### config.mk
export PLATFORM = sky130hd
export DESIGN_NAME = serial_adder_32bit
export DESIGN_NICKNAME = d
export VERILOG_FILES = /design/src/rtl/serial_adder_32bit.sv
export SDC_FILE = /design/constraint.sdc
export NUM_CORES = 1
export LEC_CHECK = 0
export CAP_MARGIN = 20
export CORE_ASPECT_RATIO = 0.8
export CORE_MARGIN = 2
export CORE_UTILIZATION = 50
export DETAILED_ROUTE_END_ITERATION = 7
export GPL_TIMING_DRIVEN = 0
export PLACE_DENSITY = 0.9
export SLEW_MARGIN = 20
export SYNTH_ARGS = -nofsm -noshare
export SYNTH_HDL_FRONTEND = slang
export SYNTH_SLANG_ARGS = --single-unit
### constraint.sdc
create_clock -name clk -period 3.9 [get_ports clk]
set_clock_uncertainty 0.05 [all_clocks]
set_input_delay 1.17 -clock clk [delete_from_list [all_inputs] [get_ports clk]]
set_output_delay 1.17 -clock clk [all_outputs]
set_load 0.02 [all_outputs]
### src/rtl/serial_adder_32bit.sv
`default_nettype none
// ============================================================================
// Module   : serial_adder_32bit
// Brief    : Multi-cycle 32-bit adder with carry-in/carry-out. Adds one
//            SLICE_W-bit slice per clock and ripples the carry through a
//            register. Uses a start/busy/done handshake.
// Options  : SERIAL_ADDER_OVF_EN adds the signed-overflow output 'ovf'.
// Revision : 1.0 - initial release
// ============================================================================
module serial_adder_32bit #(
  parameter int SLICE_W = 8   // 1, 2, 4, 8, 16 or 32
) (
  input  logic        clk,
  input  logic        rst_n,
  input  logic        start,
  input  logic [31:0] A,
  input  logic [31:0] B,
  input  logic        Cin,
  output logic        busy,
  output logic        done,
  output logic [31:0] S,
  output logic        Cout
`ifdef SERIAL_ADDER_OVF_EN
  ,
  output logic        ovf
`endif
);

  localparam int c_nslice = 32 / SLICE_W;
  localparam int c_kw     = (c_nslice > 1) ? $clog2(c_nslice) : 1;
  localparam logic [c_kw-1:0] c_klast = c_kw'(c_nslice - 1);

  typedef enum logic [1:0] {
    ST_IDLE = 2'd0,
    ST_RUN  = 2'd1,
    ST_DONE = 2'd2
  } state_t;

  state_t          r_state;
  logic [31:0]     r_a;
  logic [31:0]     r_b;
  logic [c_kw-1:0] r_k;
  logic            r_carry;

  logic [4:0]         w_base;
  logic [SLICE_W-1:0] w_a_sl;
  logic [SLICE_W-1:0] w_b_sl;
  logic [SLICE_W:0]   w_sum;

  // Slice adder: current slice of both operands plus the stored carry
  always_comb begin
    w_base = 5'(32'(r_k) * SLICE_W);
    w_a_sl = r_a[w_base +: SLICE_W];
    w_b_sl = r_b[w_base +: SLICE_W];
    w_sum  = {1'b0, w_a_sl} + {1'b0, w_b_sl} + {{SLICE_W{1'b0}}, r_carry};
  end

`ifdef SERIAL_ADDER_OVF_EN
  // On the last slice w_sum[SLICE_W-1] is the final bit 31 of the sum
  logic w_ovf;
  assign w_ovf = (r_a[31] == r_b[31]) && (w_sum[SLICE_W-1] != r_a[31]);
`endif

  // Control FSM, operand capture, slice write-back and registered outputs
  always_ff @(posedge clk) begin
    if (!rst_n) begin
      r_state <= ST_IDLE;
      r_a     <= '0;
      r_b     <= '0;
      r_k     <= '0;
      r_carry <= 1'b0;
      busy    <= 1'b0;
      done    <= 1'b0;
      S       <= '0;
      Cout    <= 1'b0;
`ifdef SERIAL_ADDER_OVF_EN
      ovf     <= 1'b0;
`endif
    end else begin
      case (r_state)
        ST_IDLE, ST_DONE: begin
          done <= 1'b0;
          if (start) begin
            // Cout/ovf keep the previous result; only S is cleared here
            r_a     <= A;
            r_b     <= B;
            r_carry <= Cin;
            r_k     <= '0;
            S       <= '0;
            busy    <= 1'b1;
            r_state <= ST_RUN;
          end else begin
            r_state <= ST_IDLE;
          end
        end
        ST_RUN: begin
          S[w_base +: SLICE_W] <= w_sum[SLICE_W-1:0];
          r_carry              <= w_sum[SLICE_W];
          if (r_k == c_klast) begin
            r_k     <= '0;
            Cout    <= w_sum[SLICE_W];
            busy    <= 1'b0;
            done    <= 1'b1;
            r_state <= ST_DONE;
`ifdef SERIAL_ADDER_OVF_EN
            ovf     <= w_ovf;
`endif
          end else begin
            r_k <= r_k + 1'b1;
          end
        end
        default: begin
          busy    <= 1'b0;
          done    <= 1'b0;
          r_state <= ST_IDLE;
        end
      endcase
    end
  end

endmodule
`default_nettype wire
* After elaboration in Yosys (flattened, before gate mapping)
Index checks and enable logic that the tools add are counted.
** Storage, ports and cells
- Input port bits :: 68
- Register bits after elaboration :: 104
- Output and inout port bits :: 35
** Cells by class
- Muxes and demuxes :: 14
- Equal/unequal tests :: 5
- Add/subtract/negate cells :: 4
- Shifts and indexed selects :: 4
- Reductions and logical operators :: 8
** Operators with widths (count)
- 32-bit case mux with 2 select lines :: 1
- 32-bit by 6-bit indexed part select with 8-bit output :: 2
- 32-bit bitwise mux :: 1
- 32-bit two-way mux :: 1
- 8-bit by 7-bit variable shift with 32-bit output (first input constant) :: 1
- 8-bit by 7-bit indexed part select with 32-bit output :: 1
- 2-bit AND reduction :: 5
- 8-bit by 8-bit adder with 9-bit output :: 1
- 9-bit by 1-bit adder with 9-bit output :: 1
- 2-bit case mux with 2 select lines :: 2
- 5-bit negation with 7-bit output :: 1
- 2-bit two-way mux :: 3
- 2-bit equality test (second input constant) :: 2
- 1-bit two-way mux :: 4
- 2-bit inequality test (second input constant) :: 2
- 1-bit case mux with 2 select lines :: 2
- 2-bit by 1-bit adder with 2-bit output (second input constant) :: 1
- 2-bit by 1-bit equality test with 1-bit output (second input constant) :: 1
- 2-bit logical NOT :: 1
- 2-bit nonzero test :: 1
- 2-bit OR reduction :: 1

* Logic depth before layout (Yosys ltp)
Gate-level depths: netlist of the first run.
- Depth after elaboration :: 6
- Depth in mapped cells :: 9
- Gate-level depth less buffers :: 8

* Least setup slack after synthesis of the first run
No wires, ideal clock.
- Kind :: register to register
- Start :: reg r_k[0]
- End :: reg S[6]
- Library setup time :: 0.128 ns
- Cell stages (with the launch flop) :: 9
- Arrival :: 2.802 ns
- Clock period less this slack :: 2.980 ns
- Path buffers :: 1
- Path slack :: 0.920 ns
- Path through :: dfxtp_1 > buf_6 > mux4_2 > fa_1 > fa_1 > a21o_1 > a221oi_2 > xor2_1 > o21ai_0
** Between the ends
- Longest elaborated chain between the ends :: 6
** Ends and longest elaborated chain
- start: declaration :: RTL line 42 : logic [c_kw-1:0] r_k;
- start signal: assignment :: RTL line 109 : r_k <= r_k + 1'b1;
- 32-bit by 6-bit indexed part select with 8-bit output, on equally long branches :: RTL line 53, 54
- 8-bit by 8-bit adder with 9-bit output :: RTL line 55 : w_sum = {1'b0, w_a_sl} + {1'b0, w_b_sl} + {{SLICE_W{1'b0}}, r_carry};
- 9-bit by 1-bit adder with 9-bit output :: RTL line 55
- 8-bit by 7-bit indexed part select with 32-bit output :: RTL line 97 : S[w_base +: SLICE_W] <= w_sum[SLICE_W-1:0];
- 32-bit bitwise mux (*) :: RTL line 97
- 32-bit case mux with 2 select lines (*) :: RTL line 80 : case (r_state)
- end signal: indexed assignment :: RTL line 97
- end: declaration :: RTL line 21 : output logic [31:0] S,
Mark *: on every way between the ends. The rest lies on a longest branch, timed or not.
A chain may end at the register's enable or synchronous reset.

* Final worst setup path of the first run
Same ends and word-level chain as after synthesis.

==> flow_results.org, run 1 <==
** Outcome
- The run finished with clean final reports.

** Die
- Starting utilization of the core area :: 51.0%
- Measured along the y axis, the die boundary spans 89.7 µm.
- The die covers 0.00997 mm².
- Number of top-level pins :: 103
- Placeable Area :: 0.00900 mm²
- Placement row count :: 31
- In this run the horizontal extent of the chip is 111 µm.

** Timing
- Fmax :: 0.294 GHz
- RSZ-0062 raised after global routing :: no
- The worst pin sits at a relative slew slack of 54.0%.
- The count of endpoints failing hold in the final timing report was 0.
- Final Cycle Share :: 87.2%
- Summed over all failing endpoints, the final setup total negative slack is 0 ns.
- Actual transition at the worst max-transition pin :: 0.685 ns
- Time the worst path needs with I/O delays and setup :: 3.40 ns
- Setup violations remaining at the end of the flow were counted as 0.
- The count of pins over their slew limit is 0.

** Cells and area
- Total number of nets in the final design :: 681
- Top library cells by usage in the layout, fill and taps aside :: 142 x nand2_1, 104 x dfxtp_1, 101 x clkdlybuf4s50_1
- Area Growth Syn to Fin :: 31.6%
- Antenna diode instance count :: 0
- With fillers left out, the area of the finished cells amounts to 0.00604 mm².
- Proportion of layout cells with a drive suffix above 1 :: 8.60%
- Commonest non-fill, non-tap cell in the layout :: nand2_1

** Pwr
- Clock share of power :: 37.1%
- Switching share of power :: 25.8%
- Switching power :: 0.621 mW
- Sequential cells account for 47.4% of the total power.
- For this design the ratio of total power to cell area is 398 mW/mm².
- Combinational power share :: 15.5%
- Cell-internal power :: 1.79 mW
- Across the VDD grid, the largest voltage drop is 0.247 mV.
- Leakage :: 2.20 nW

** Global route
- The initial antenna violation count was 0.
- Number of global-route vias before repair :: 4089
- Global routing consumed, over all layers together, 24.0% of the routing resources.
- The total overflow left after global routing is 0.
- The first global-routing pass estimated 19200 µm of wire.
- Entering global routing, the biggest net connects 18 pins.

** Clock tree
- H-tree Lvls :: 3
- Buffers inserted to repair hold after CTS numbered 0.
- Once the clock tree was built, the setup fixing pass inserted 0 buffers.
- Counting every sink on the clock net gives 104.
- The clock passes through at most 2 buffers.
- # resized after CTS :: 0
- At the later pin of the worst-skew pair, clock insertion delay measures 0.34 ns.
- Number of clock buffers inserted by TritonCTS :: 9
- Clock tree from TritonCTS :: yes
- Clock tree synthesis selected as its root buffer the cell clkbuf_16.
- Clock Pin Slew Worst Setup and Hold Paths :: 0.07 ns

** Worst setup path
- Worst path required time :: 4.07 ns
- Depth of the worst register-to-register path :: 8
- In this run the critical register-to-register path is captured at S[6].
- Along the worst path, the maximum fanout reaches 10.
- Worst R2R Setup Slack :: 0.50 ns
- The critical path in this run is classified as flip-flop to flip-flop.
- At the worst endpoint, the arrival time is 3.57 ns.
- Nature of the critical path endpoint :: flip-flop
- FF-to-FF Start :: r_k[0]
- Element type at the critical path start :: flip-flop

** Yosys
- By area, the combinational part of the netlist is dominated by simple AND/OR/NAND/NOR gates.
- Flop and latch count out of synthesis :: 104
- Top FF cell, synth :: dfxtp_1
- Sequential elements use 45.3% of the synthesized area.
- The synthesized netlist devotes 18.9% of its cell area to compound gates.
- The synthesized netlist devotes 0.954% of its cell area to XOR and XNOR gates.
- The cell area that synthesis handed to floorplanning was 0.00459 mm².
- Synthesis produced 488 cells.
- Of the total synthesized cell area, the portion taken by full adders, half adders and majority gates is 3.87%.
- The portion of synthesized area spent on multiplexers is 7.85%.
- After synthesis, the netlist uses 40 different library cells.
- After synthesis, the mean cell area works out to 9.41 µm².
- Post-synthesis async set-or-reset flop share :: 0%
- Top-area cell type share of the netlist area :: 45.3%
- By area the synthesized netlist is led by dfxtp_1 45%, nand2_1 12%, a21boi_0 11%, mux4_2 7.8%, a22oi_1 3.3%.
- Cell accounting for the most synthesized area :: dfxtp_1
- The Yosys step of the flow raised 0 warnings.
- When the netlist entered floorplanning its net count stood at 569.
- Yosys mapped a number of flops with a built-in enable equal to 0.
- Simple-Gate Fraction of Synth Area :: 19.7%

** Route
- In the routed design, unresolved DRC markers number 0.
- In the final routed layout, each cell accounts on average for 16.4 µm.
- Dividing the detail-routed via count by the number of cells gives 5.58.
- Detailed Routing Iterations Pass 1 :: 4
- The final route contains 4018 vias.
- Final ANT Viol Nets :: 0
- Total detailed-routing wirelength :: 11800 µm
- The detailed router finished its first iteration with 250 violations.

** Placed design
- Summing all placed instances gives a cell area of 0.00575 mm².
- The count of buffers added on input and output ports is 101.
- Final GP Congestion :: 0.883
- The wire-length estimate of the detail-placed layout is 9090 µm.

** Min path
- The path class of the tightest hold or removal check is flip-flop to flip-flop.
- Hold worst-path end :: S[15]
- WHS Path Cells :: 2
- Start point of the worst hold path :: S[15]

** Run
- Total of max-cap violations :: 0
cells by family after synthesis:
logic type | Yosys count
simple gates | 195
compound gates | 122
flops | 104
buf+inv | 33
mux | 16
fa+ha+maj | 13
xor+xnor | 5
critical path, cell delays in order, from the launching register on:
cell and delay (ns):
dfxtp_1 0.48, buf_6 0.24, mux4_2 0.56, fa_1 0.47, fa_1 0.43, a21o_1 0.23, a221oi_2 0.32, xor2_1 0.37
o21ai_0 0.14
per-stage QoR:
step	hold WS, ns	power (mW)	std cells	utilization, %	worst slack (ns)
after detailed placement	0.405	1.53	704	63.9	0.527
after global placement	0.387	1.51	704	63.9	0.595
after global routing	0.434	2.50	720	67.2	0.334
final	0.412	2.41	720	67.2	0.497
after floorplan	0.390	1.37	488	-	0.920
after CTS	0.414	2.41	720	67.2	0.521
worst max-delay path by stage:
stage	startpoint	endpoint	slack, ns
after floorplan	r_k[0]	S[6]	0.92
after CTS	r_k[0]	S[6]	0.52
final	r_k[0]	S[6]	0.50
after global placement	r_k[0]	S[6]	0.60
after global routing	r_k[1]	S[6]	0.33
after detailed placement	r_k[0]	S[6]	0.53
final cells by class:
type,instances,area [µm²]
clock buffers,10,229
well taps,115,144
inverters,2,7.51
clock inverters,6,67.6
repair buffers,101,1010
flip-flops and latches,104,2080
multi-input cells,351,2360
fillers,683,2960
plain buffers,31,146
flip-flops by register name, indices dropped and copies added, names as in the netlist:
| register | count |
|---|---|
| busy | 1 |
| r_carry | 1 |
| r_b | 32 |
| r_state | 2 |
| done | 1 |
| r_k | 2 |
| S | 32 |
| Cout | 1 |
| r_a | 32 |
per-layer routing:
metal  global-route usage (%)  up-vias  wire (µm)
li1                         -     1900          -
met1                     28.6     1931       4990
met2                     42.1      158       5660
met3                     5.87       29        896
met4                     8.85        0        281
met5                        0        -          0
power groups by stage:
stage          combinational [mW]  clock (mW)  sequential, mW
2_1_floorplan               0.216           0            1.16
3_3_place_gp                0.354           0            1.16
3_5_place_dp                0.368           0            1.16
4_1_cts                     0.372       0.902            1.14
5_1_grt                     0.406       0.947            1.14
6_report                    0.373       0.893            1.14
cells in the mapped netlist, types with 5 or more instances:
cell type,n
a21boi_0,65
a21oi_1,7
a22oi_1,20
buf_1,5
buf_2,9
clkbuf_1,14
dfxtp_1,104
ha_1,11
mux4_2,16
nand2_1,142
nand3_1,9
nor2_1,6
nor2b_1,21
o21ai_0,12
o21ai_1,6
Power figures use the tool's default switching activity.
==> run 2: changes to the inputs <==
--- a/config.mk
+++ b/config.mk
@@ -7,12 +7,12 @@
 export LEC_CHECK = 0
 export CAP_MARGIN = 20
 export CORE_ASPECT_RATIO = 0.8
-export CORE_MARGIN = 2
+export CORE_MARGIN = 4
 export CORE_UTILIZATION = 50
 export DETAILED_ROUTE_END_ITERATION = 7
 export GPL_TIMING_DRIVEN = 0
 export PLACE_DENSITY = 0.9
-export SLEW_MARGIN = 20
+export RECOVER_POWER = 100
 export SYNTH_ARGS = -nofsm -noshare
 export SYNTH_HDL_FRONTEND = slang
 export SYNTH_SLANG_ARGS = --single-unit
==> run 2 against run 1 <==
  * Wire length grew 3.6%
  * Power grew 0.71%
  * Largest cell class unchanged
  * Sequential share of layout area grew 0.24 points
  * Clock power grew 2.6%
  * Setup slack lost 0.14 ns
  * Fmax shrank 3.8%
==> flow_results.org, run 2 (synthesized netlist as in run 1, its figures left out) <==
** Worst setup path
- Worst-path cell chain :: clkbuf_1 > clkbuf_1 > mux4_2 > ha_1 > a21o_1 > a221oi_1 > xor2_1 > o21ai_0
- The worst setup path is launched from a flip-flop.
- For this design, the slowest cell found on the critical path is clkbuf_1.
- Arrival time of data at the critical path endpoint :: 3.70 ns (+0.13 ns)
- Worst setup path class :: flip-flop to flip-flop
- In this design, the largest share of critical-path delay is due to buffers and inverters.
- CP Max Fanout :: 10 (unchanged)
- Crit path largest cell delay :: 0.55 ns (about the same)
- CP bufs+invs :: 2 (+1)
- The worst setup path is captured at a flip-flop.
- The required time of the critical path is 4.06 ns (about the same).
- Counting stages on the worst path, the most repeated cell is clkbuf_1.

** Cells and area
- Commonest non-fill, non-tap cell in the layout :: nand2_1
- Leaving out fill and tap cells, the most frequent cells in the layout are 142 x nand2_1, 104 x dfxtp_1, 65 x a21boi_0, 65 x clkdlybuf4s50_1, 36 x dlygate4sd3_1.
- Number of fill cells in the layout :: 677 (-0.88%)
- Area of the multi-input gates :: 0.00232 mm² (-1.5%)
- The share of post-route cells with drive strength above 1 came to 6.78% (-1.8 points).
- Regs by FF count :: S: 32 flops, r_a: 32 flops, r_b: 32 flops
- The summed area of non-filler cells in the final layout was 0.00600 mm² (-0.68%).
- Area Growth Syn to Fin :: 30.7%
- Flip-flop and latch area :: 0.00208 mm² (unchanged)
- The post-layout net count was 681 (unchanged).
- The share of the core filled with cells in the final layout is 68.9% (+1.8 points).
- Antenna diode instance count :: 0 (unchanged)

** Clock tree
- The clock latency at the later pin of the worst-skew pair is 0.34 ns (about the same).
- Buffer type at the clock tree root :: clkbuf_16
- Buffer depth of the longest clock path :: 2 (unchanged)
- TritonCTS built the clock tree.
- The quantity of gates resized following cts was 0 (unchanged).
- The number of buffers inserted during clock tree synthesis is 9 (unchanged).
- The number of post-CTS setup repair buffers was 0 (unchanged).
- Clock sink count :: 104 (unchanged)
- The level count of the clock H-tree was 3 (unchanged).
- The number of hold buffers added after cts came to 0 (unchanged).
- Clock Pin Slew Worst Setup and Hold Paths :: 0.07 ns (about the same)

** Pwr
- Worst IR drop on VDD :: 0.222 mV (-9.9%)
- The power density relative to cell area is 404 mW/mm² (+1.4%).
- The leakage power total came to 2.28 nW (+3.7%).

** Route
- The via density per instance was 5.57 (-0.16%).
- Final ANT Viol Nets :: 0 (unchanged)
- The DRC marker count from the first detailed-route iteration came to 337 (+35%).
- The aggregate routed wire length was 12300 µm (+3.6%).
- The detailed-routing iteration count for the pre-antenna-repair pass came to 5 (+1).
- Routed length per placed instance :: 17.1 µm (+4.0%)
- The number of DRC violations after detailed routing came to 0 (unchanged).
- The via count came to 3995 (-0.57%).

** Timing
- Setup-violating endpoint count in the final report :: 0 (unchanged)
- Final Cycle Share :: 90.7% (+3.5 points)
- The count of pins over their slew limit was 0 (unchanged).
- The worst setup slack after layout came to 0.361 ns (-0.136 ns).
- The highest clock rate is 0.283 GHz (-3.8%).
- Setup repair after global routing left no endpoint under its margin.
- Hold violation count in the final report :: 0 (unchanged)
- The remaining max-slew budget at the tightest pin was 20.4% (-34 points).
- Actual transition at the worst max-transition pin :: 1.18 ns (+0.492 ns)
- The minimum clock period was 3.54 ns (+0.136 ns).
- The final sum of negative setup slack came to 0 ns (unchanged).

** Placed design
- Half-perimeter wire length after detailed placement :: 9480 µm (+4.3%)
- Setup Slack @ Placement :: 0.527 ns (+0.000708 ns)
- Count of input and output buffers :: 101 (unchanged)
- The cell area after placement was 0.00574 mm² (about the same).
- Final GP Congestion :: 0.907 (+2.6%)

** Die
- The die outline width is 115 µm (+3.6%).
- The number of standard-cell rows in the floorplan is 30 (-3.2%).
- Number of top-level pins :: 103 (unchanged)
- The effective utilization at floorplan came to 52.7% (+1.7 points).
- Placeable Area :: 0.00871 mm² (-3.2%)
- Area of the die :: 0.0108 mm² (+8.2%)
- Height of the die :: 93.7 µm (+4.5%)

** Min path
- Class of the tightest hold or removal check :: flip-flop to flip-flop

** Global route
- Busiest grt layer :: met2
- The met1 track utilization from global routing is 30.0% (+1.3 points).
- The maximum number of pins on one net before global-route repair is 18 (unchanged).
- Global-route wire length before repair :: 19800 µm (+3.2%)
- Number of global-route vias before repair :: 4085 (-0.098%)
- Met2 layer usage reported by global route :: 39.1% (-3.0 points)
- Initial antenna violation count :: 0 (unchanged)
- The met3 global-route usage was 5.47% (-0.39 points).
- The aggregate global routing overflow came to 0 (unchanged).
- Global-route total usage across every layer :: 23.4% (-0.54 points)

** Outcome
- The flow ran to the end, and the final reports show no timing, DRC or antenna violations.

** Run
- The max-capacitance violation count was 0 (unchanged).
-- run 2: changes by cell type in the layout (fill, tap and decap cells not counted), sizes merged --
cell / previous run / this run
dlygate4sd3: 0 / 36
buf: 17 / 7
clkbuf: 24 / 34
clkdlybuf4s50: 101 / 65
-- run 2: final timing paths --
path	startpoint	end	slack (ns)	cells past startpoint
worst max-delay path	r_k[1]	S[14]	0.36	8
worst max register to register	r_k[1]	S[14]	0.36	8
worst min-delay path	S[7]	S[7]	0.41	2
worst min register to register	S[7]	S[7]	0.41	2
-- run 2: final cells by class --
| type | count | area share, % |
|---|---|---|
| well taps | 112 | 2.33 |
| plain buffers | 31 | 2.25 |
| flip-flops and latches | 104 | 34.7 |
| clock buffers | 10 | 3.98 |
| multi-input cells | 351 | 38.6 |
| clock inverters | 6 | 1.13 |
| repair buffers | 101 | 16.8 |
| inverters | 2 | 0.125 |
-- run 2: metal layers --
metal  wire (µm)  up-vias
met3         979       27
met1        5100     1912
li1            -     1902
met4         267        0
met5           0        -
met2        5900      154
-- run 2: worst min-delay path: cells and delay by family (launching register included) --
family | cells | cell delay, ns
DFF | 1 | 0.32
AOI/OAI and AO/OA | 1 | 0.06
and+or+nand+nor | 1 | 0.05
-- run 2: through the flow --
step / std cells / power (mW) / hold slack [ns]
final: 717 / 2.42 / 0.413
after global routing: 717 / 2.51 / 0.437
after CTS: 717 / 2.43 / 0.415
after detailed placement: 701 / 1.53 / 0.405
after global placement: 701 / 1.51 / 0.386
after floorplan: 488 / 1.37 / 0.390
-- run 2: power breakdown --
part	switching, mW	total [mW]	internal (mW)
Sequential	0.0305	1.14	1.11
Clock	0.399	0.916	0.517
Combinational	0.196	0.367	0.170
Total	0.626	2.42	1.80
